**src/rtl/mult_seq_ctrl.sv**
```systemverilog
// Issue controller for the byte-serial multiply accumulator: takes one request,
// steps operand bytes into the two 8x8 lanes, then returns the captured result.
//
// state       | meaning
// S_IDLE      | ready for a request; acc_mode_32bit keeps its last value
// S_START     | one-cycle acc_start pulse, step counter cleared
// S_RUN       | operand byte pairs driven, one step per cycle
// S_WAIT_DONE | waiting for acc_done, bounded by TIMEOUT
// S_RESP      | response held until resp_ready
module mult_seq_ctrl #(
  parameter int TAG_W   = 4,
  parameter int TIMEOUT = 8
) (
  input  logic             clk,
  input  logic             rst,
  input  logic             req_valid,
  output logic             req_ready,
  input  logic [31:0]      req_a,
  input  logic [31:0]      req_b,
  input  logic             req_mode_32bit,
  input  logic [TAG_W-1:0] req_tag,
  output logic [7:0]       mul_a_1,
  output logic [7:0]       mul_b_1,
  output logic [7:0]       mul_a_2,
  output logic [7:0]       mul_b_2,
  output logic             acc_start,
  output logic             acc_mode_32bit,
  input  logic [31:0]      acc_product_1,
  input  logic [31:0]      acc_product_2,
  input  logic             acc_done,
  output logic             resp_valid,
  input  logic             resp_ready,
  output logic [63:0]      resp_data,
  output logic [TAG_W-1:0] resp_tag,
  output logic             resp_err,
  output logic             busy
);

  localparam int TMO_W = (TIMEOUT > 1) ? $clog2(TIMEOUT) : 1;
  localparam logic [TMO_W-1:0] TMO_LAST = TMO_W'(TIMEOUT - 1);

  typedef enum logic [2:0] {
    S_IDLE,
    S_START,
    S_RUN,
    S_WAIT_DONE,
    S_RESP
  } state_t;

  state_t           state;
  logic [3:0]       step;
  logic [TMO_W-1:0] tmo_cnt;
  logic [31:0]      a_q;
  logic [31:0]      b_q;
  logic             mode_q;
  logic [TAG_W-1:0] tag_q;
  logic [31:0]      mul_q;

  logic [3:0] next_step;
  logic [3:0] last_step;

  assign next_step = step + 4'd1;
  assign last_step = mode_q ? 4'd15 : 4'd3;

  assign mul_a_1 = mul_q[31:24];
  assign mul_b_1 = mul_q[23:16];
  assign mul_a_2 = mul_q[15:8];
  assign mul_b_2 = mul_q[7:0];

  // Packed as {a_1, b_1, a_2, b_2}. In 16-bit mode k[1] picks the A byte and
  // k[0] the B byte of each lane's halfword; in 32-bit mode lane 2 stays idle.
  function automatic logic [31:0] sel_bytes(input logic [31:0] a, input logic [31:0] b,
                                            input logic mode, input logic [3:0] k);
    logic [31:0] r;
    logic [31:0] a_sh;
    logic [31:0] b_sh;
    r    = '0;
    a_sh = a >> {k[1:0], 3'b000};
    b_sh = b >> {k[3:2], 3'b000};
    if (mode) begin
      r[31:24] = a_sh[7:0];
      r[23:16] = b_sh[7:0];
    end else begin
      r[31:24] = k[1] ? a[15:8]  : a[7:0];
      r[23:16] = k[0] ? b[15:8]  : b[7:0];
      r[15:8]  = k[1] ? a[31:24] : a[23:16];
      r[7:0]   = k[0] ? b[31:24] : b[23:16];
    end
    return r;
  endfunction

  always_ff @(posedge clk) begin
    if (rst) begin
      state          <= S_IDLE;
      step           <= '0;
      tmo_cnt        <= '0;
      a_q            <= '0;
      b_q            <= '0;
      mode_q         <= 1'b0;
      tag_q          <= '0;
      mul_q          <= '0;
      req_ready      <= 1'b1;
      busy           <= 1'b0;
      acc_start      <= 1'b0;
      acc_mode_32bit <= 1'b0;
      resp_valid     <= 1'b0;
      resp_data      <= '0;
      resp_tag       <= '0;
      resp_err       <= 1'b0;
    end else begin
      case (state)
        S_IDLE: begin
          if (req_valid) begin
            a_q            <= req_a;
            b_q            <= req_b;
            mode_q         <= req_mode_32bit;
            tag_q          <= req_tag;
            acc_mode_32bit <= req_mode_32bit;
            req_ready      <= 1'b0;
            busy           <= 1'b1;
            acc_start      <= 1'b1;
            state          <= S_START;
          end
        end
        S_START: begin
          acc_start <= 1'b0;
          step      <= '0;
          mul_q     <= sel_bytes(a_q, b_q, mode_q, 4'd0);
          state     <= S_RUN;
        end
        S_RUN: begin
          step <= next_step;
          if (step == last_step) begin
            mul_q   <= '0;
            tmo_cnt <= '0;
            state   <= S_WAIT_DONE;
          end else begin
            mul_q <= sel_bytes(a_q, b_q, mode_q, next_step);
          end
        end
        S_WAIT_DONE: begin
          // acc_done wins over expiry when both land in the same cycle
          if (acc_done) begin
            resp_data  <= {acc_product_2, acc_product_1};
            resp_err   <= 1'b0;
            resp_tag   <= tag_q;
            resp_valid <= 1'b1;
            state      <= S_RESP;
          end else if (tmo_cnt == TMO_LAST) begin
            resp_data  <= '0;
            resp_err   <= 1'b1;
            resp_tag   <= tag_q;
            resp_valid <= 1'b1;
            state      <= S_RESP;
          end else begin
            tmo_cnt <= tmo_cnt + TMO_W'(1);
          end
        end
        S_RESP: begin
          if (resp_ready) begin
            resp_valid <= 1'b0;
            req_ready  <= 1'b1;
            busy       <= 1'b0;
            state      <= S_IDLE;
          end
        end
        default: begin
          state <= S_IDLE;
        end
      endcase
    end
  end

endmodule

```
**config.mk**
```make
export PLATFORM = sky130hd
export DESIGN_NAME = mult_seq_ctrl
export DESIGN_NICKNAME = d
export VERILOG_FILES = /design/src/rtl/mult_seq_ctrl.sv
export SDC_FILE = /design/constraint.sdc
export NUM_CORES = 1
export LEC_CHECK = 0
export BUFFER_PORTS_ARGS = -buffer_cell sky130_fd_sc_hd__buf_2
export CAP_MARGIN = 10
export CORE_UTILIZATION = 36
export CTS_CLUSTER_DIAMETER = 120
export DETAILED_ROUTE_END_ITERATION = 16
export GPL_TIMING_DRIVEN = 0
export PLACE_DENSITY_LB_ADDON = 0.05
export SETUP_SLACK_MARGIN = 0.3
export SLEW_MARGIN = 20
export SYNTH_ARGS = -nofsm -noshare
export SYNTH_HDL_FRONTEND = slang
export SYNTH_SLANG_ARGS = --single-unit
```
**constraint.sdc**
```tcl
create_clock -name clk -period 2.15 [get_ports clk]
set_input_delay 0.43 -clock clk [delete_from_list [all_inputs] [get_ports clk]]
set_output_delay 0.43 -clock clk [all_outputs]
set_load 0.05 [all_outputs]
```
Word level (Yosys, flattened, before mapping):

Cells that the tools add are included.

* add/subtract/negate cells: 2
* equal/unequal tests: 12
* shifts and indexed selects: 2
* muxes and demuxes: 36
* reductions and logical operators: 14

Operators with widths (count)
* 64-bit 2-to-1 mux: 2
* 32-bit one-hot mux with 2 select lines: 1
* 32-bit by 5-bit right shift with 8-bit output: 2
* 16-bit 2-to-1 mux: 3
* 32-bit 2-to-1 mux: 1
* 8-bit 2-to-1 mux: 4
* 3-bit 2-to-1 mux: 8
* 3-bit one-hot mux with 5 select lines: 1
* 4-bit 2-to-1 mux: 3
* 2-bit nonzero test: 6
* 2-bit != test, second input constant: 5
* 1-bit one-hot mux with 2 select lines: 4
* 4-bit one-hot mux with 2 select lines: 1
* 4-bit AND reduction: 2
* 1-bit 2-to-1 mux: 7
* 3-bit by 2-bit equality test with 1-bit output, second input constant: 2
* 3-bit equality test, second input constant: 2
* 3-bit one-hot mux with 2 select lines: 1
* 2-bit AND reduction: 3
* 3-bit AND reduction: 2
* 4-bit by 1-bit adder with 4-bit output, second input constant: 1
* 4-bit equality test: 1
* 3-bit by 1-bit adder with 3-bit output, second input constant: 1
* 3-bit by 1-bit equality test with 1-bit output, second input constant: 1
* other kinds (2): 2

* register bits after elaboration: 184
* input port bits: 138
* output and inout bits: 106

Logic depth before layout (Yosys ltp):

Gate-level depths: netlist of run 1.

* word-level depth: 5
* gate-level depth with buffers: 8

Worst setup path before layout of run 1:

Ideal clock, no wire load.

* path kind: register to register
* from: register mode_q
* to: register mul_q[24]
* setup time: 0.131 ns
* arrival: 1.880 ns
* setup slack: 0.139 ns
* stages on the path, launching flop included: 8
* buffers on the path: 2
* clock period less this slack: 2.011 ns
* cell sequence: dfxtp_1 > clkbuf_1 > or4b_1 > nand2_2 > nor2_1 > buf_2 > a211oi_1 > nor3_1

* word-level cells in the longest chain between the ends: 4

RTL lines
* from (decl): line 55 `logic mode_q;`
* from (signal assigned): line 116 `mode_q <= req_mode_32bit;`
* 4-bit 2-to-1 mux: line 63 `assign last_step = mode_q ? 4'd15 : 4'd3;`
* 4-bit equality test: line 133 `if (step == last_step) begin`
* 32-bit 2-to-1 mux *: line 133
* 32-bit one-hot mux with 2 select lines *: line 111 `case (state)`
* to (signal assigned): line 128 `mul_q <= sel_bytes(a_q, b_q, mode_q, 4'd0);`
* to (signal assigned): line 138 `mul_q <= sel_bytes(a_q, b_q, mode_q, next_step);`
* to (decl): line 57 `logic [31:0] mul_q;`

Every way passes the cells marked *; elsewhere a longest branch is shown, timed or not.
A chain may end at the register's enable or synchronous reset.

Worst setup path after layout of run 1:

* from: register step[1]
* to: register mul_q[31]

* word-level cells in the longest chain between the ends: 5

RTL lines
* from (decl): line 51 `logic [3:0] step;`
* from (signal assigned): line 132 `step <= next_step;`
* 4-bit by 1-bit adder with 4-bit output: line 62 `assign next_step = step + 4'd1;`
* 32-bit by 5-bit right shift with 8-bit output or 8-bit 2-to-1 mux (tied branches): line 78, 84
* 16-bit 2-to-1 mux: line 80 `if (mode) begin`
* 32-bit 2-to-1 mux *: line 133
* 32-bit one-hot mux with 2 select lines *: line 111

Marks and branches as above.

==> results of run 1 <==
-- cells in the final DEF, fill, tap and decap left out, drive strengths merged, types with 14 or more instances in the layout --
master | netlist | layout
dfxtp | 184 | 184
nand2 | 180 | 180
a21oi | 98 | 98
a22oi | 75 | 75
mux2i | 33 | 33
buf | 28 | 280
o21ai | 23 | 23
a211oi | 14 | 14
nor2 | 90 | 90
clkbuf | 48 | 69
-- worst max path at each step --
stage               slack, ns  depth (start not counted)      from         to
finish                   0.30                          7   step[1]  mul_q[31]
global route             0.25                          6  state[0]  mul_q[21]
CTS                      0.25                          7    mode_q  mul_q[15]
detailed placement      -0.20                          8  state[2]    a_q[23]
global placement        -0.24                          8  state[2]    a_q[23]
floorplan                0.31                          7    mode_q  mul_q[24]
-- sequential cells by signal, summed over array words and instances (netlist names) --
name,cells
a_q,32
acc_start,1
b_q,32
busy,1
mode_q,1
mul_q,32
req_ready,1
resp_data,64
resp_err,1
resp_tag,4
resp_valid,1
state,3
step,4
tag_q,4
tmo_cnt,3
-- worst max-delay path, cell delays in order (launching register included) --
cell       delay, ns
dfxtp_4         0.38
ha_4            0.15
or4b_4          0.51
nand2_8         0.14
nor2_4          0.09
clkbuf_16       0.18
a211oi_2        0.22
nor3_1          0.06
-- report_power, final --
| part | internal [mW] | switching [mW] | total (mW) |
|---|---|---|---|
| Clock | 2.03 | 1.44 | 3.46 |
| Combinational | 0.610 | 1.09 | 1.70 |
| Sequential | 3.60 | 0.150 | 3.75 |
| Total | 6.24 | 2.68 | 8.91 |
-- cells by family (layout without fill, tap and decap cells) --
group	Yosys count	in the layout	synth area share
buffers and inverters	81	366	0.0468
XOR/XNOR	2	2	0.00478
multiplexers	38	38	0.0509
adder cells (fa/ha/maj)	3	3	0.00494
AO/OA/AOI/OAI	275	275	0.238
AND/OR/NAND/NOR	310	310	0.170
flip-flops	184	184	0.485
-- metrics by stage --
stage          utilization  TNS (ns)  hold WS [ns]  std cells  power [mW]
2_1_floorplan            -         0         0.432        893        4.86
3_3_place_gp         0.449     -4.10         0.440       1405        5.37
3_5_place_dp         0.449     -3.83         0.446       1405        5.38
4_1_cts              0.491         0         0.218       1440        8.89
5_1_grt              0.504         0         0.217       1448        9.28
6_report             0.504         0         0.227       1448        8.91
-- layout make-up --
class | count | area share
repair buffers | 255 | 0.132
flip-flops and latches | 184 | 0.358
clock inverters | 12 | 0.0180
plain buffers | 76 | 0.0457
well taps | 270 | 0.0328
multi-input cells | 628 | 0.367
clock buffers | 18 | 0.0437
inverters | 5 | 0.00182
-- timing repair --
item | 4_1_cts | 5_1_grt
setup buffers | 5 | 7
setup endpoints to repair | 176 | 120
pin swaps | 3 | 15
gates resized for setup | 52 | 69
gates cloned | 0 | 1
-- per-layer routing --
layer	track usage	part of all wire	vias to the layer above
met5	0	0	-
met4	0.0572	0.016	0
met3	0.0581	0.057	26
met2	0.353	0.47	188
met1	0.282	0.45	3410
li1	-	-	3681
==> key figures, run 1 <==
Critical path
  • Crit. End Element: register
  • Critical Path Fanout Max: 6
  • Worst Path Arrival: around 2.2 ns
  • R2r endpoint: mul_q[31]
  • Crit Path Class: register to register
  • Startpoint Class: register
  • Worst reg-to-reg setup slack: 0.30 ns
  • Cells on worst reg2reg path: 7
  • WP data required: between 2 and 2.5 ns
  • Reg2Reg Launch Point: step[1]

Timing
  • Max Clk Rate: 0.540 GHz
  • Final setup fails: 0
  • Hold Fails Final Rpt: 0
  • Worst Tran Pin Value: 0.660 ns
  • Setup slack after layout: 0.298 ns
  • RSZ-0062 raised after global routing: yes
  • Slew Limit Headroom: 0.560
  • Period Utilization, post-route: 0.861
  • Post-route clock skew: 0.00966 ns
  • Fin crit period: 1.85 ns
  • Pins over their slew limit: 0

Clock tree
  • CTS Hold Buffers Added: 0
  • Num CTS Buffers: 17
  • CTS tree: yes
  • H-Tree Level Count: 4
  • CTS clk-pin slew, worst paths: approximately 0.07 ns
  • Clk buf depth: 2
  • Root buf cell: clkbuf_16
  • Clock sinks: 184
  • Clock Latency Late Sink: 0.43 ns

Pwr
  • P_leak: about 4.5 nW
  • PwrDens: roughly 870 nW/µm²
  • Worst VDD drop: about 0.46 mV

Drt
  • DRC: 0
  • Routed via count: ~7300
  • Post-route ant nets: 0
  • Via/cell ratio: approximately 5.0
  • Iter 0 DRT Violations: 345
  • Drt pass-1 iters: 4
  • Final WL: between 20 and 25 mm
  • Wire per inst: approximately 16 µm

Floorplanning
  • Site row count: 52
  • Die ar.: about 22000 µm²
  • Die Y-Extent: ~150 µm
  • Ports: roughly 240
  • Die width: 147 µm
  • Core area: 20400 µm²
  • Starting Density: 0.372

Logic synthesis
  • Syn Area/Cell: about 8.5 µm²
  • Top area cells in the synthesized netlist: dfxtp_1 (49%), nand2_1 (8.8%), a22oi_1 (7.4%)
  • Largest area contributor in the netlist: dfxtp_1
  • Synthesized area: 7590 µm²
  • Syn nets: between 1000 and 1500
  • Post-synth EDFFs: 0
  • Count leader, synth: dfxtp_1
  • Async S/R FF share, synth: 0
  • Cell count after synthesis: about 890
  • Sequential share of the synthesized area: 0.485
  • Post-synth top cells: dfxtp_1 (184), nand2_1 (179), a21oi_1 (98)
  • Synth cell types: 51
  • Post-synth top flop: dfxtp_1
  • Yosys top cell area share: 0.485
  • Synth warnings: 0
  • Flop and latch count out of synthesis: ~180

Placed design
  • Port Buffers: between 200 and 250
  • Pre-CTS setup slack: -0.203 ns
  • Gpl congestion: approximately 0.8
  • DP Wirelength: around 17 mm
  • Dpl cell area: approximately 9200 µm²

Cells and area
  • Register area: between 3000 and 4000 µm²
  • Final Instance Area: roughly 10000 µm²
  • Nets: 1308
  • # diodes: 0
  • Multi-input logic area: 3780 µm²
  • Share of cells above drive strength 1: 0.326
  • Area delta synth->final: 35.6%
  • Fillers: between 2000 and 2500

Global route
  • Pin count of the biggest net entering global routing: 17
  • Grt ovf: 0
  • Vias in the first global route: 6725
  • First-pass GRT wire length: 36.7 mm
  • Initial antenna violation count: 0
  • All-Layer GR Usage: 0.217

Job
  • Max Cap Viol: 0

Hold path
  • Min-Delay Path Class: primary input to register
  • Hold_sp: req_a[26]
  • Hold path endpoint: a_q[26]
  • Hold path depth: 3

Outcome
  • Status: complete, no violations
(Power assumes the default switching activity.)
==> run 2, diff against run 1 <==
- PLACE_DENSITY_LB_ADDON: 0.05 -> unset
==> key figures, run 2 (synthesis gave the netlist of run 1 again) <==
Outcome
  • Status: complete, no violations

Critical path
  • Cells on worst reg2reg path: 7 (unchanged)
  • Crit path buf inv count: 1 (unchanged)
  • Startpoint Class: register
  • Crit. End Element: register
  • Worst reg-to-reg setup slack: 0.35 ns (+0.05 ns)
  • Reg2Reg Launch Point: step[0]
  • Critical path depth: 7 (unchanged)
  • Worst Path Arrival: 2.13 ns (-0.02 ns)
  • Cell family with most CP delay: simple AND/OR/NAND/NOR gates
  • Worst path slowest cell: or4b_4
  • Crit-path cells: ha_4, or4b_4, nand2_8, buf_4, o21ai_4, a32oi_1, o21ai_1
  • Critical Path Fanout Max: 8 (+2)
  • Crit Path Class: register to register
  • WP data required: 2.48 ns (+0.03 ns)
  • R2r endpoint: mul_q[15]
  • CP peak stage delay: 0.50 ns (about the same)

Floorplanning
  • Core area: 20400 µm² (unchanged)
  • Die width: 147 µm (unchanged)
  • Site row count: 52 (unchanged)
  • Die Y-Extent: 147 µm (unchanged)
  • Die ar.: 21700 µm² (unchanged)
  • Ports: 244 (unchanged)
  • Starting Density: 0.372 (unchanged)

Pwr
  • Total power: 8.63 mW (-3.2%)
  • PwrDens: 841 nW/µm² (-2.9%)
  • P_leak: 4.43 nW (-0.87%)
  • Worst VDD drop: 0.554 mV (+20%)

Cells and area
  • Finished Core Util: 0.502 (-0.00184)
  • # diodes: 0 (unchanged)
  • Nets: 1308 (unchanged)
  • Area delta synth->final: 35.1%
  • Final non-filler cell total: 1450 (+0.14%)
  • Largest register FFs: 64 (unchanged)
  • Commonest non-fill, non-tap cell in the layout: buf_2
  • Share of cells above drive strength 1: 0.323 (-0.00309)
  • Fillers: 2063 (-3.3%)
  • Most frequent cells in the layout: buf_2 (244), dfxtp_1 (180), nand2_1 (178), a21oi_1 (95), nor2_1 (86)
  • Reg with most FFs: resp_data

Placed design
  • Port Buffers: 242 (unchanged)
  • Pre-CTS setup slack: -0.0859 ns (+0.117 ns)
  • DP Wirelength: 17.6 mm (+0.69%)
  • Placed insts: 1405 (unchanged)
  • Gpl congestion: 0.853 (+9.1%)

Global route
  • First-pass GRT wire length: 36.6 mm (-0.25%)
  • Vias in the first global route: 6900 (+2.6%)
  • All-Layer GR Usage: 0.215 (-0.00147)
  • Pin count of the biggest net entering global routing: 19 (+2)
  • Grt ovf: 0 (unchanged)
  • Initial antenna violation count: 0 (unchanged)

Timing
  • Final setup fails: 0 (unchanged)
  • RSZ-0062 raised after global routing: yes
  • Worst Tran Pin Value: 0.666 ns (+0.00623 ns)
  • WHS: 0.225 ns (-0.00230 ns)
  • Pins over their slew limit: 0 (unchanged)
  • Setup slack after layout: 0.350 ns (+0.0519 ns)
  • Period Utilization, post-route: 0.837 (-0.0242)
  • Slew Limit Headroom: 0.556 (-0.00416)
  • Fin crit period: 1.80 ns (-0.0520 ns)
  • Max Clk Rate: 0.556 GHz (+2.9%)
  • Post-route clock skew: 0.00969 ns (+0.0000311 ns)
  • Hold Fails Final Rpt: 0 (unchanged)

Drt
  • Drt pass-1 iters: 4 (unchanged)
  • Wire per inst: 16.5 µm (+0.56%)
  • Final WL: 23.9 mm (+0.70%)
  • DRC: 0 (unchanged)
  • Iter 0 DRT Violations: 432 (+25%)
  • Routed via count: 7385 (+1.1%)
  • Via/cell ratio: 5.09 (+0.96%)
  • Post-route ant nets: 0 (unchanged)

Clock tree
  • Root buf cell: clkbuf_16
  • CTS clk-pin slew, worst paths: 0.08 ns (about the same)
  • Clock Latency Late Sink: 0.44 ns (about the same)
  • Clock sinks: 184 (unchanged)
  • H-Tree Level Count: 4 (unchanged)
  • Clk buf depth: 2 (unchanged)
  • CTS tree: yes
  • CTS Hold Buffers Added: 0 (unchanged)
  • Num CTS Buffers: 17 (unchanged)

Hold path
  • Hold path depth: 3 (unchanged)
  • Hold_sp: acc_product_1[15]
  • Min-Delay Path Class: primary input to register
  • Hold path endpoint: resp_data[15]

Job
  • Max Cap Viol: 0 (unchanged)
run 2: cell types whose count changed in the layout (fill, tap and decap cells not counted), sizes merged:
cell / previous run / this run
clkinvlp: 1 / 2
clkinv: 2 / 5
inv: 10 / 12
clkbuf: 69 / 68
bufinv: 4 / 1
run 2: area by class of cell:
type	count	area [µm²]	share of cell area
tap	270	338	0.0329
multi-input combinational	628	3790	0.369
timing repair buffer	255	1350	0.132
clock inverter	15	158	0.0154
inverter	5	22.5	0.00219
sequential	184	3690	0.360
clock buffer	17	425	0.0415
buffer	76	487	0.0474
run 2: timing repair:
action / 4_1_cts / 5_1_grt
cloned: 0 / 1
setup buffers: 4 / 8
gates resized for setup: 48 / 79
pin swaps: 4 / 11
endpoints found under the setup margin: 174 / 155
run 2: how the worst max path moves through the flow:
stage,startpoint,end,slack [ns]
floorplan,mode_q,mul_q[24],0.31
finish,step[0],mul_q[15],0.35
global route,tmo_cnt[0],resp_tag[1],0.27
CTS,state[2],b_q[9],0.24
detailed placement,state[0],a_q[27],-0.09
global placement,state[2],a_q[29],-0.08
run 2: tightest hold or removal path, cell delays in order:
cell and delay (ns):
buf_2 0.07, a22oi_1 0.05, nor2_1 0.07
run 2: layer usage:
metal,share of wire,wire (µm),GRT usage
met5,0,0,0
met2,0.48,11500,0.356
met1,0.46,11100,0.286
met4,0.019,461,0.0716
met3,0.036,851,0.0317
run 2: per-stage QoR:
| step | cell area, µm² | setup TNS [ns] |
|---|---|---|
| finish | 10300 | 0 |
| global route | 10300 | 0 |
| CTS | 9960 | 0 |
| detailed placement | 9170 | -1.62 |
| global placement | 9170 | -1.17 |
| floorplan | 7620 | 0 |
run 2: where the power goes:
| part | total (mW) | internal [mW] | switching, mW |
|---|---|---|---|
| Sequential | 3.75 | 3.60 | 0.153 |
| Combinational | 1.72 | 0.620 | 1.11 |
| Clock | 3.15 | 1.65 | 1.50 |
==> run 3, diff against run 2 <==
- clock period: 2.15 -> 1.7 ns (I/O delays scaled with it)
==> key figures, run 3 (synthesis gave the netlist of run 1 again) <==
Outcome
  • Status: finished with violations
  • Violated checks: negative setup slack

Floorplanning
  • Core area: 20400 µm² (unchanged)
  • Ports: 244 (unchanged)
  • Die width: 147 µm (unchanged)
  • Site row count: 52 (unchanged)
  • Die Y-Extent: 147 µm (unchanged)
  • Die ar.: 21700 µm² (unchanged)
  • Starting Density: 0.372 (unchanged)

Clock tree
  • CTS tree: yes
  • Clock Latency Late Sink: 0.43 ns (about the same)
  • Root buf cell: clkbuf_16
  • Clk buf depth: 2 (unchanged)
  • CTS Hold Buffers Added: 0 (unchanged)
  • CTS clk-pin slew, worst paths: 0.08 ns (about the same)
  • Clock sinks: 184 (unchanged)
  • Num CTS Buffers: 17 (unchanged)
  • H-Tree Level Count: 4 (unchanged)

Pwr
  • Worst VDD drop: 0.701 mV (+27%)
  • Cell Int Power: 8.10 mW (+38%)
  • Clk pwr share: 0.348 (-0.017)
  • P_leak: 5.21 nW (+18%)
  • Combinational fraction of design power: 0.249 (+0.049)
  • Sw Share: 0.319 (about the same)
  • Switching power total: 3.80 mW (+38%)
  • PwrDens: 934 nW/µm² (+11%)
  • Sequential share of power: 0.403 (-0.032)

Timing
  • Hold Fails Final Rpt: 0 (unchanged)
  • Pins over their slew limit: 0 (unchanged)
  • Final setup fails: 28 (+28)
  • RSZ-0062 raised after global routing: yes
  • Max Clk Rate: 0.553 GHz (-0.40%)
  • Worst Tran Pin Value: 0.719 ns (+0.0526 ns)
  • Period Utilization, post-route: 1.06 (+0.226)
  • WHS: 0.133 ns (-0.0919 ns)
  • Setup slack after layout: -0.107 ns (-0.457 ns)
  • Post-route clock skew: 0.00793 ns (-0.00176 ns)
  • Setup TNS: -1.35 ns (-1.35 ns)
  • Slew Limit Headroom: 0.521 (-0.0350)
  • Fin crit period: 1.81 ns (+0.00721 ns)

Critical path
  • WP data required: 2.03 ns (-0.45 ns)
  • Critical Path Fanout Max: 8 (unchanged)
  • R2r endpoint: mul_q[6]
  • Crit Path Class: register to register
  • Worst reg-to-reg setup slack: -0.11 ns (-0.46 ns)
  • Worst Path Arrival: 2.14 ns (about the same)
  • Startpoint Class: register
  • Reg2Reg Launch Point: step[1]
  • Crit. End Element: register
  • Critical Path Sink: mul_q[6]
  • Critical Path Source: step[1]
  • Cells on worst reg2reg path: 8 (+1)

Drt
  • Final WL: 26.8 mm (+12%)
  • Wire per inst: 17.7 µm (+7.6%)
  • Iter 0 DRT Violations: 395 (-8.6%)
  • Routed via count: 7800 (+5.6%)
  • Via/cell ratio: 5.17 (+1.5%)
  • Drt pass-1 iters: 5 (+1)
  • Post-route ant nets: 0 (unchanged)
  • DRC: 0 (unchanged)

Cells and area
  • Final Instance Area: 12700 µm² (+24%)
  • Share of cells above drive strength 1: 0.534 (+0.211)
  • Commonest non-fill, non-tap cell in the layout: dfxtp_1
  • Largest register FFs: 64 (unchanged)
  • Final non-filler cell total: 1509 (+4.1%)
  • Most frequent cells in the layout: dfxtp_1 (174), buf_2 (141), nand2_1 (127), buf_4 (91), nor2_1 (85)
  • Nets: 1365 (+4.4%)
  • Reg with most FFs: resp_data
  • Area delta synth->final: 67.7%

Placed design
  • Pre-CTS setup slack: -0.305 ns (-0.219 ns)
  • Placed insts: 1405 (unchanged)
  • Gpl congestion: 0.790 (-7.4%)
  • Dpl cell area: 9730 µm² (+6.1%)
  • Port Buffers: 242 (unchanged)
  • DP Wirelength: 17.8 mm (+1.6%)

Global route
  • Pin count of the biggest net entering global routing: 19 (unchanged)
  • Vias in the first global route: 7359 (+6.7%)
  • First-pass GRT wire length: 40.4 mm (+10%)
  • Initial antenna violation count: 2 (+2)
  • All-Layer GR Usage: 0.240 (+0.0244)
  • Grt ovf: 0 (unchanged)

Job
  • Max Cap Viol: 0 (unchanged)

Hold path
  • Min-Delay Path Class: primary input to register
-- run 3: cell count changes in the layout (fill, tap and decap cells not counted), sizes merged --
cell and change:
clkbuf +21, buf +36, diode +2, bufinv +1, inv -1
-- run 3: area by class of cell --
cell class	instances	area (µm²)
fillers	1746	7690
flip-flops and latches	184	3700
inverters	5	22.5
multi-input cells	628	4670
well taps	270	338
diodes	2	5.00
repair buffers	312	2520
clock buffers	17	425
plain buffers	76	868
clock inverters	15	184
-- run 3: critical path, cell delays in order (launching register included) --
cell	delay, ns
dfxtp_4	0.36
ha_4	0.14
or4b_4	0.51
nand2_8	0.12
buf_6	0.11
nor3_4	0.03
buf_6	0.14
a22oi_2	0.21
o21ai_1	0.07
-- run 3: metrics by stage --
step           total power, mW   util
2_1_floorplan             6.28      -
3_3_place_gp              6.92  0.476
3_5_place_dp              6.94  0.476
4_1_cts                   11.6  0.585
5_1_grt                   12.4  0.623
6_report                  11.9  0.623
-- run 3: what timing repair did --
action	4_1_cts	5_1_grt
endpoints found under the setup margin	237	231
pin swaps	56	61
setup buffers	43	4
gates resized for setup	260	229
cloned	19	4
-- run 3: power groups by stage --
stage                     sequential (mW)  clock (mW)  combinational [mW]
after floorplan                      5.16           0                1.12
after global placement               4.85           0                2.07
after detailed placement             4.85           0                2.09
after CTS                            4.77        4.20                2.63
after global routing                 4.81        4.42                3.14
final                                4.79        4.14                2.96
-- run 3: layer usage --
metal	GRT usage	vias up	share of wire
met2	0.388	224	0.49
met3	0.0522	27	0.048
met4	0.0686	0	0.014
met5	0	-	0
li1	-	3808	-
met1	0.319	3741	0.45
-- run 3: worst min-delay path by stage --
stage | from | endpoint | depth (start not counted)
6_report | acc_product_2[9] | resp_data[41] | 3
5_1_grt | acc_product_2[9] | resp_data[41] | 3
4_1_cts | req_mode_32bit | mode_q | 3
3_5_place_dp | mul_q[15] | mul_q[15] | 2
3_3_place_gp | mul_q[11] | mul_q[11] | 2
2_1_floorplan | a_q[4] | mul_q[28] | 1
